## config.mk

```make
export PLATFORM = sky130hd
export DESIGN_NAME = fetch_unit
export DESIGN_NICKNAME = d
export VERILOG_FILES = /design/src/rtl/fetch_unit.sv
export SDC_FILE = /design/constraint.sdc
export NUM_CORES = 1
export LEC_CHECK = 0
export CORE_MARGIN = 3
export CORE_UTILIZATION = 50
export CTS_BUF_LIST = sky130_fd_sc_hd__clkbuf_16
export DETAILED_ROUTE_END_ITERATION = 7
export GPL_ROUTABILITY_DRIVEN = 1
export PLACE_DENSITY = 0.91
export SYNTH_ARGS = -nofsm -noshare
export SYNTH_HDL_FRONTEND = slang
export SYNTH_SLANG_ARGS = --single-unit
```

## constraint.sdc

```tcl
create_clock -name clk -period 3 [get_ports clk]
set_input_delay 0.45 -clock clk [delete_from_list [all_inputs] [get_ports clk]]
set_output_delay 0.45 -clock clk [all_outputs]
set_load 0.1 [all_outputs]
```

## src/rtl/fetch_unit.sv

```systemverilog
// fetch_unit: byte-serial instruction fetch that assembles 1/2-byte big-endian instructions
// and holds them for execute. Define IFETCH_TIMEOUT_EN to enable the ack-timeout FAULT state.
module fetch_unit #(
  parameter logic [15:0] RESET_PC       = 16'h0000,
  parameter logic [7:0]  TIMEOUT_CYCLES = 8'd255
) (
  input  logic        clk,
  input  logic        rst,
  output logic [15:0] mem_addr,
  output logic        mem_req,
  input  logic        mem_ack,
  input  logic [7:0]  mem_rdata,
  output logic [15:0] inst,
  output logic        inst_valid,
  output logic [1:0]  inst_bytes,
  output logic [15:0] inst_pc,
  input  logic        inst_ready,
  input  logic        redirect,
  input  logic [15:0] redirect_pc,
  input  logic        halt,
  output logic        halted,
  output logic        fault
);

`ifdef IFETCH_TIMEOUT_EN
  typedef enum logic [2:0] {HI, LO, VALID, HALT, FAULT} state_t;
`else
  typedef enum logic [1:0] {HI, LO, VALID, HALT} state_t;
`endif

  state_t      state, state_n;
  logic [15:0] pc, pc_n, addr_n, inst_n, inst_pc_n;
  logic [1:0]  bytes_n;
  logic        accept, consume, timeout;

  // An ack only counts while a request is actually outstanding.
  assign accept  = mem_req & mem_ack;
  assign consume = (state == VALID) & inst_ready;

`ifdef IFETCH_TIMEOUT_EN
  logic [7:0] wait_cnt;

  assign timeout = mem_req & ~mem_ack & (wait_cnt == TIMEOUT_CYCLES - 8'd1);

  always_ff @(posedge clk) begin
    if (rst || !mem_req || mem_ack) wait_cnt <= '0;
    else                            wait_cnt <= wait_cnt + 8'd1;
  end
`else
  logic unused_timeout;
  assign unused_timeout = ^TIMEOUT_CYCLES;
  assign timeout        = 1'b0;
`endif

  always_ff @(posedge clk) begin
    if (rst) state <= HI;
    else     state <= state_n;
  end

  always_comb begin
    state_n = state;
    case (state)
      HI: begin
        if (accept)       state_n = mem_rdata[7] ? LO : VALID;
`ifdef IFETCH_TIMEOUT_EN
        else if (timeout) state_n = FAULT;
`endif
      end
      LO: begin
        if (accept)       state_n = VALID;
`ifdef IFETCH_TIMEOUT_EN
        else if (timeout) state_n = FAULT;
`endif
      end
      VALID:   if (consume) state_n = halt ? HALT : HI;
      default: state_n = state;
    endcase
  end

  always_comb begin
    pc_n      = pc;
    addr_n    = mem_addr;
    inst_n    = inst;
    bytes_n   = inst_bytes;
    inst_pc_n = inst_pc;
    case (state)
      HI: if (accept) begin
        inst_n    = {mem_rdata, 8'h00};
        bytes_n   = mem_rdata[7] ? 2'd2 : 2'd1;
        inst_pc_n = pc;
        if (mem_rdata[7]) addr_n = pc + 16'd1;
      end
      LO: if (accept) inst_n[7:0] = mem_rdata;
      VALID: if (consume && !halt) begin
        pc_n   = redirect ? redirect_pc : pc + {14'd0, inst_bytes};
        addr_n = pc_n;
      end
      default: ;
    endcase
  end

  // Outputs are registered from the next state so a new request is visible the cycle after consume.
  always_ff @(posedge clk) begin
    if (rst) begin
      pc         <= RESET_PC;
      mem_addr   <= RESET_PC;
      mem_req    <= 1'b0;
      inst       <= '0;
      inst_valid <= 1'b0;
      inst_bytes <= 2'd1;
      inst_pc    <= '0;
      halted     <= 1'b0;
    end else begin
      pc         <= pc_n;
      mem_addr   <= addr_n;
      mem_req    <= (state_n == HI) || (state_n == LO);
      inst       <= inst_n;
      inst_valid <= (state_n == VALID);
      inst_bytes <= bytes_n;
      inst_pc    <= inst_pc_n;
      halted     <= (state_n == HALT);
    end
  end

`ifdef IFETCH_TIMEOUT_EN
  always_ff @(posedge clk) begin
    if (rst) fault <= 1'b0;
    else     fault <= (state_n == FAULT);
  end
`else
  assign fault = 1'b0;
`endif

endmodule
```

==> flow_summary.ini <==
[run_status]
status = complete, no violations

[floorplan]
core.rowCount = 30
io_pins = 84
die_w_um = 91.5
chipHeight_um = 91.5
die-area_um2 = 8370
start_util = 0.526
core_area_um2 = 6940

[cells_and_area]
seqCellArea_um2 = 1400
multi_input_area_um2 = 2020
fillers = 592
antennaDiodeCount = 0
finalNetCount = 571
postLayoutCellArea_um2 = 4590
area_growth_pct = 25.4
drive_gt1_frac = 0.161

[critical_path]
worstPathCellList = ha_1 -> inv_1 -> fa_1 -> nand3b_1 -> nor4_2 -> xnor2_1 -> nand2_1 -> a32o_1
path_buf_inv = 1
critical_path.max_stage_delay_ns = 0.52
r2r_start = pc[0]
crit_family = adder cells
critPathLaunch = pc[0]
critPathLaunchType = flip-flop
cp.arrival_ns = 2.61
worstPathRequired_ns = 3.22
worst_path_max_delay_cell = fa_1
critPathCaptureType = flip-flop
worstPathMaxFanout = 10
path_class = reg2reg

[place]
placed_area_um2 = 4330
dp_hpwl_um = 7460
io_buffer_count = 82
gp_congestion = 0.963

[yosys]
yosys_warnings = 0
synth_top_area_frac = 0.383
yosysUniqueCellTypes = 59
synth.area.top_cells = dfxtp_1, nand2_1, a21oi_1
synthFlopType = dfxtp_1
ys_seq_area_frac = 0.383
avgSynthCellArea_um2 = 7.59
ys_ff_latch = 70
async_flop_share = 0
synth_common_cells = nand2_1, dfxtp_1, a21oi_1
netlist_area_um2 = 3660
netlist.top_cell.by_area = dfxtp_1
syn_inst = 482
synth.most_common_cell = nand2_1
syn-num-nets = 516
synth_edf_count = 0

[clocking]
post_cts_resized = 0
htree_levels = 3
clkLatencyLatePin_ns = 0.33
ctsHoldBuffers = 0
clk_pin_slew_ns = 0.05
cts_root_buffer = clkbuf_16
cts_inserted_buffers = 9
postCtsSetupBuffers = 0
cts_num_sinks = 70
cts_tree = done
cts_buffer_depth = 2

[detailed_routing]
finalWirelength_um = 10700
drc = 0
drt_iter0_drc = 494
drtAntennaViolNets = 0
vias = 3783
avgViaCountPerCell = 5.93
dr.pass1.iters = 6
routedWlPerCell_um = 16.8

[sta]
finalSetupViolCount = 0
rsz0062_at_grt = no
relSlewSlack = 0.428
hold_viol = 0
fin_crit_ns = 2.39
fin_worst_skew_ns = 0.00523
whs_ns = 0.452
tns_ns = 0
worst_pin_slew_ns = 0.858
timing.fmax_ghz = 0.418
final_max_slew_viol_count = 0
fin_crit_sh = 0.797

[min_path]
hp-class = reg2reg
worstHoldStart = inst_pc[13]

[global_route]
grt_max_degree = 46
grt.overflow.total = 0
grt_pass1_wl_um = 17700
antenna_found_initial = 0
track_usage = 0.259
grt_pass1_vias = 3532

[flow_run]
maxCapViolCount = 0

[power]
p_leak_nw = 1.73
powerDensity_nw_per_um2 = 494
peakVddDrop_uv = 307
## worst reg2reg max path: stages, from the launching register on
cell and delay (ns):
dfxtp_1 0.43, ha_1 0.23, inv_1 0.06, fa_1 0.52, nand3b_1 0.24, nor4_2 0.29, xnor2_1 0.17, nand2_1 0.07
a32o_1 0.27
## per-layer routing
| layer | wire length, µm | track usage |
|---|---|---|
| met4 | 380 | 0.132 |
| met5 | 0 | 0 |
| met3 | 963 | 0.0522 |
| met1 | 4590 | 0.349 |
| met2 | 4810 | 0.391 |
## cell type report
cell class | count | share of cell area
clock inverter | 7 | 0.00737
sequential | 70 | 0.306
inverter | 8 | 0.00655
timing repair buffer | 91 | 0.164
clock buffer | 9 | 0.0491
tap | 96 | 0.0262
multi-input combinational | 357 | 0.441
## cell families after synthesis
group | Yosys count | synth area share
simple gates | 202 | 0.269
compound gates | 132 | 0.223
flops | 70 | 0.383
buf+inv | 55 | 0.0630
xor+xnor | 15 | 0.0359
fa+ha+maj | 4 | 0.0157
mux | 3 | 0.00821
other cells | 1 | 0.00103
## per-stage QoR
step	total power [mW]	cells	worst slack [ns]	utilization
2_1_floorplan	1.24	482	0.143	-
3_3_place_gp	1.34	622	0.690	0.623
3_5_place_dp	1.35	622	0.583	0.623
4_1_cts	2.27	638	0.614	0.660
5_1_grt	2.33	638	0.390	0.660
6_report	2.27	638	0.608	0.660
## worst paths after layout
path                  end  slack [ns]  cells past startpoint
max          mem_addr[14]        0.61                      8
min reg2reg   inst_pc[13]        0.45                      2
min           inst_pc[13]        0.45                      2
max reg2reg  mem_addr[14]        0.61                      8
## cell usage in the layout, fill, tap and decap left out, types with 4 or more instances in the layout
cell type / count
buf_4: 62
nor4_1: 6
nand2_1: 94
a21o_1: 4
a32o_1: 4
a22oi_1: 5
clkdlybuf4s50_1: 28
nor2_1: 34
and2_1: 5
nand3b_1: 5
dfxtp_1: 70
clkbuf_16: 9
nor3_1: 11
nand2b_1: 6
a21oi_1: 61
o21ai_0: 21
xnor2_1: 6
nand4_1: 4
o211ai_1: 5
xor2_1: 9
inv_1: 10
nand3_1: 16
## registers in the layout, summed over array words and instances (netlist names)
register and cells:
halted 1, inst 16, inst_bytes 1, inst_pc 16, inst_valid 1, mem_addr 16, mem_req 1, pc 16
state 2
## where the power goes
group	internal, mW	total (mW)	switching (mW)
sequential	0.950	0.971	0.0212
combinational	0.103	0.359	0.256
clock	0.545	0.935	0.390
total	1.60	2.27	0.667
Note: power is estimated with default switching activity, not from simulation.
